[src/rtl/seg_display_arbiter.sv]
// rtl/seg_display_arbiter.sv - round-robin owner arbitration for a shared 4-digit hex display
// A granted source keeps the display for at least DWELL_CYCLES clocks to avoid flicker.
module seg_display_arbiter #(
   parameter int unsigned DWELL_CYCLES = 10000,
   parameter logic [15:0] IDLE_VALUE   = 16'h0000
) (
   input  logic        clk,
   input  logic        rst,
   input  logic [2:0]  req,
   input  logic [15:0] data0,
   input  logic [15:0] data1,
   input  logic [15:0] data2,
   output logic [2:0]  grant,
   output logic [15:0] disp_value,
   output logic        blank
);

   typedef enum logic [1:0] {ST_IDLE, ST_SHOW, ST_LINGER} state_t;

   localparam logic [15:0] DWELL_LAST = 16'(DWELL_CYCLES - 1);

   state_t      state_q, state_d;
   logic [1:0]  last_q, last_d;
   logic [15:0] cnt_q, cnt_d;
   logic [2:0]  grant_q, grant_d;
   logic [15:0] disp_q, disp_d;
   logic        blank_q, blank_d;

   logic [1:0]  cand1, cand2;
   logic [1:0]  rr_win, other_win;
   logic        other_req, own_req, dwell_done;
   logic [15:0] cnt_inc;

   function automatic logic [1:0] next3(input logic [1:0] x);
      return (x == 2'd2) ? 2'd0 : x + 2'd1;
   endfunction

   function automatic logic [15:0] src_data(input logic [1:0] idx,
                                            input logic [15:0] d0,
                                            input logic [15:0] d1,
                                            input logic [15:0] d2);
      case (idx)
         2'd0:    return d0;
         2'd1:    return d1;
         default: return d2;
      endcase
   endfunction

   // last_q doubles as the current owner index while a grant is live
   always_comb begin
      cand1      = next3(last_q);
      cand2      = next3(cand1);
      other_req  = req[cand1] | req[cand2];
      other_win  = req[cand1] ? cand1 : cand2;
      rr_win     = other_req ? other_win : last_q;
      own_req    = req[last_q];
      dwell_done = (cnt_q == DWELL_LAST);
      cnt_inc    = dwell_done ? cnt_q : cnt_q + 16'd1;
   end

   always_comb begin
      state_d = state_q;
      last_d  = last_q;
      cnt_d   = cnt_q;
      grant_d = grant_q;
      disp_d  = disp_q;
      blank_d = blank_q;
      case (state_q)
         ST_IDLE: begin
            if (|req) begin
               state_d = ST_SHOW;
               last_d  = rr_win;
               cnt_d   = 16'd0;
               grant_d = 3'(3'b001 << rr_win);
               disp_d  = src_data(rr_win, data0, data1, data2);
               blank_d = 1'b0;
            end
         end
         ST_SHOW, ST_LINGER: begin
            if (dwell_done && other_req) begin
               state_d = ST_SHOW;
               last_d  = other_win;
               cnt_d   = 16'd0;
               grant_d = 3'(3'b001 << other_win);
               disp_d  = src_data(other_win, data0, data1, data2);
               blank_d = 1'b0;
            end else if (own_req) begin
               state_d = ST_SHOW;
               cnt_d   = cnt_inc;
               if (state_q == ST_SHOW) begin
                  disp_d = src_data(last_q, data0, data1, data2);
               end
            end else if (!dwell_done) begin
               state_d = ST_LINGER;
               cnt_d   = cnt_inc;
            end else begin
               state_d = ST_IDLE;
               cnt_d   = 16'd0;
               grant_d = 3'b000;
               disp_d  = IDLE_VALUE;
               blank_d = 1'b1;
            end
         end
         default: begin
            state_d = ST_IDLE;
            cnt_d   = 16'd0;
            grant_d = 3'b000;
            disp_d  = IDLE_VALUE;
            blank_d = 1'b1;
         end
      endcase
   end

   always_ff @(posedge clk or posedge rst) begin
      if (rst) begin
         state_q <= ST_IDLE;
         last_q  <= 2'd2;
         cnt_q   <= 16'd0;
         grant_q <= 3'b000;
         disp_q  <= IDLE_VALUE;
         blank_q <= 1'b1;
      end else begin
         state_q <= state_d;
         last_q  <= last_d;
         cnt_q   <= cnt_d;
         grant_q <= grant_d;
         disp_q  <= disp_d;
         blank_q <= blank_d;
      end
   end

   assign grant      = grant_q;
   assign disp_value = disp_q;
   assign blank      = blank_q;

endmodule

[config.mk]
export PLATFORM = sky130hd
export DESIGN_NAME = seg_display_arbiter
export DESIGN_NICKNAME = d
export VERILOG_FILES = /design/src/rtl/seg_display_arbiter.sv
export SDC_FILE = /design/constraint.sdc
export NUM_CORES = 1
export LEC_CHECK = 0
export CAP_MARGIN = 20
export CORE_UTILIZATION = 47
export CTS_BUF_LIST = sky130_fd_sc_hd__clkbuf_16
export CTS_CLUSTER_SIZE = 16
export DETAILED_ROUTE_END_ITERATION = 7
export PLACE_DENSITY = 0.8
export SYNTH_ARGS = -nofsm -noshare
export SYNTH_HDL_FRONTEND = slang
export SYNTH_SLANG_ARGS = --single-unit
[constraint.sdc]
create_clock -name clk -period 2.1 [get_ports clk]
set_clock_uncertainty 0.15 [all_clocks]
set_input_delay 0.315 -clock clk [delete_from_list [all_inputs] [get_ports clk]]
set_output_delay 0.315 -clock clk [all_outputs]
set_load 0.005 [all_outputs]
==> results.cfg <==
[clock_tree]
tritoncts.num_buffers = 5
htree_levels = 2
tritoncts = built
clkTransAtPathRegs_ps = 70
cts_hold_buf = 0
root_buffer_cell = sky130_fd_sc_hd__clkbuf_16
ctsLongestPathBuffers = 2
clock_latency_ps = 290
clock-sinks = 40

[logic_synthesis]
synth.largest_area_cell = sky130_fd_sc_hd__dfrtp_1
synth_cell_type_count = 64
syn-cell-area_um2 = 3407
postSynth.asyncResetShare_pct = 100.0
post_synth.cell_area_avg_um2 = 8.093
edff_count_synth = 0
ys.warnings.count = 0
post-synth-top-area-fraction_pct = 27.91
register_bit_total_from_synthesis = 40
syn-instance-count = 421
post_synth_main_area_contributors = sky130_fd_sc_hd__dfrtp_1, sky130_fd_sc_hd__nor2_1, sky130_fd_sc_hd__mux2i_1
ys_dominant_reg_cell = sky130_fd_sc_hd__dfrtp_1
synth_sequential_area_ratio_pct = 29.45
syn_nets = 479

[placement]
routabilityCongestion = 0.8931
place_hpwl_um = 8388
port_buffers = 72
dp_slack_ps = -596.1
post_placement_cell_count = 644
placed_area_um2 = 4773

[die]
die_area_um2 = 7593
die_width_um = 87.14
core_region_area_um2 = 6907
ios = 73
floorplan_die_height_um = 87.14
row_count = 30
initial_utilization_pct = 49.33

[drt]
firstDrtPassIters = 5
drt-vias-per-instance = 6.736
dr.first_iter.drc_count = 451
detail_route.wl_per_cell_um = 22.92
drc = 0
drt_wl_total_um = 15380
antenna_left = 0
route.vias.total = 4520

[pwr]
share_comb_of_total_power_pct = 73.3
peakVddDrop_mv = 0.7830
intPower_mw = 4.233
netSwitchingFraction_pct = 46.25
total_switching_power_mw = 3.642
share_seq_of_total_power_pct = 15.0
power-per-cell-area_nw_per_um2 = 1389
clkPwrFrac_pct = 11.7
power.leakage_nw = 2.363

[critical_path]
setup.reg_to_reg.worst_slack_ps = -430
crit_required_ps = 2110
worst_setup_path_startpoint = last_q[1]
cp_data_arrival_time_ps = 2550
regToRegEndpoint = disp_value[5]
worst_setup_path_start_kind = flip-flop
r2r_start = last_q[1]
timing_worst_setup_path_type = reg2reg
crit_fanout = 5
ff2ff_path_depth = 9
worstSetupEndpointType = flip-flop
capture_point_of_the_critical_path = disp_value[5]

[timing]
final_min_period_over_clock_period_pct = 120.6
slew_violations = 0
achievable-frequency_mhz = 394.8
max_slew.worst_pin.slew_ps = 578.6
rsz_0062_raised_after_global_routing = yes
finalHoldViolations = 0
setup_viol = 37
timing.slew.headroom_pct = 61.13
totalNegativeSetupSlack_ps = -6318
setup_ws_ps = -432.8
fin_crit_ps = 2533

[cells_and_area]
final_nets = 632
mostFrequentLayoutCell = sky130_fd_sc_hd__buf_4
fill_cells = 379
final_layout_size_suffix_gt1_share_pct = 36.17
final_design_area_no_fill_um2 = 5670
final_cell_count_no_fill = 671
area.sequential_um2 = 1003
leading_cell_types_in_the_layout_fill_and_taps_excluded = sky130_fd_sc_hd__buf_4, sky130_fd_sc_hd__clkdlybuf4s50_1, sky130_fd_sc_hd__nor2_1
multi_input_comb_area_um2 = 2751
syn2layout_area_growth_pct = 66.43
num_antenna_cells = 0
post-route-util_pct = 82.10

[run_status]
violations = negative setup slack
status = complete, but fails checks

[global_routing]
grt_first_pass_wirelength_um = 21410
antenna_found_initial = 0
grt_util_all_layers_pct = 36.55
via_count_of_the_first_global_routing_pass = 4264
grt_max_degree = 41
grt.overflow.total = 0

[min_path]
hp-class = in2async

[flow_run]
maxCapViolations = 0
Yosys cell counts, types with 6 or more instances:
| cell | count |
|---|---|
| sky130_fd_sc_hd__nand2_1 | 34 |
| sky130_fd_sc_hd__a211o_1 | 8 |
| sky130_fd_sc_hd__nor3_1 | 10 |
| sky130_fd_sc_hd__a21oi_1 | 20 |
| sky130_fd_sc_hd__xor2_1 | 6 |
| sky130_fd_sc_hd__a22oi_1 | 11 |
| sky130_fd_sc_hd__a22o_1 | 10 |
| sky130_fd_sc_hd__inv_1 | 10 |
| sky130_fd_sc_hd__o21ai_0 | 27 |
| sky130_fd_sc_hd__buf_6 | 6 |
| sky130_fd_sc_hd__buf_2 | 7 |
| sky130_fd_sc_hd__nor2_1 | 60 |
| sky130_fd_sc_hd__o22ai_1 | 12 |
| sky130_fd_sc_hd__nand4_1 | 6 |
| sky130_fd_sc_hd__dfrtp_1 | 38 |
| sky130_fd_sc_hd__a31oi_1 | 10 |
| sky130_fd_sc_hd__mux2i_1 | 20 |
| sky130_fd_sc_hd__and2_1 | 11 |
| sky130_fd_sc_hd__nand3_1 | 21 |
| sky130_fd_sc_hd__clkbuf_1 | 10 |
registers in the layout, indices dropped and copies added, names as in the netlist:
register and flops:
cnt_q 16, disp_value 16, grant 3, last_q 2, state_q 2, blank 1
layer usage:
layer / track usage, % / vias to the layer above / wire (um)
li1: - / 1868 / -
met5: 0 / - / 0
met4: 21.01 / 0 / 1132
met3: 7.299 / 119 / 1732
met2: 62.35 / 445 / 7102
met1: 42.76 / 2088 / 5413
power by group through the flow:
stage | clock network, mW | logic, mW | registers [mW]
after floorplan | 0 | 2.43 | 1.14
after global placement | 0 | 3.91 | 1.16
after detailed placement | 0 | 4.05 | 1.16
after CTS | 0.903 | 4.68 | 1.14
after global routing | 0.939 | 6.00 | 1.19
final | 0.920 | 5.77 | 1.18
kinds of logic after synthesis:
group           synth area share [%]
simple gates                   26.88
compound gates                 26.04
flops                          29.45
buf+inv                        6.427
mux                            6.537
xor+xnor                       2.828
fa+ha+maj                      1.836
final cells by class:
| cell class | instances | share of cell area (%) |
|---|---|---|
| clock buffers | 5 | 2.207 |
| clock inverters | 3 | 0.8385 |
| inverters | 10 | 0.6620 |
| multi-input cells | 344 | 48.52 |
| flip-flops and latches | 40 | 17.70 |
| well taps | 96 | 2.118 |
| repair buffers | 173 | 27.96 |
per-stage QoR:
| stage | total power, mW | hold slack (ps) |
|---|---|---|
| 2_1_floorplan | 3.571 | 320.4 |
| 3_3_place_gp | 5.069 | 329.5 |
| 3_5_place_dp | 5.211 | 338.3 |
| 4_1_cts | 6.729 | 330.1 |
| 5_1_grt | 8.135 | 358.8 |
| 6_report | 7.875 | 302.3 |
how the worst min path moves through the flow:
| stage | startpoint | end | cells after the start |
|---|---|---|---|
| after CTS | rst | disp_value[6] | 3 |
| after detailed placement | disp_value[15] | disp_value[15] | 2 |
| after global routing | rst | disp_value[6] | 3 |
| final | rst | disp_value[6] | 3 |
| after global placement | disp_value[7] | disp_value[7] | 1 |
| after floorplan | disp_value[14] | disp_value[14] | 2 |
worst max-delay path, cell delays in order (launching register included):
cell and delay [ps]:
sky130_fd_sc_hd__dfstp_2 590, sky130_fd_sc_hd__buf_4 160, sky130_fd_sc_hd__and2_1 200, sky130_fd_sc_hd__o32ai_2 110, sky130_fd_sc_hd__buf_4 180, sky130_fd_sc_hd__buf_4 140, sky130_fd_sc_hd__a22oi_1 270, sky130_fd_sc_hd__o21ai_0 240
sky130_fd_sc_hd__a211oi_1 260, sky130_fd_sc_hd__o21ai_1 110
timing repair:
action	in CTS	in global routing
buffers inserted	13	5
pin swaps	24	31
resized for setup	53	77
setup endpoints to repair	38	38
gates cloned	2	0
Power figures use the tool's default switching activity.
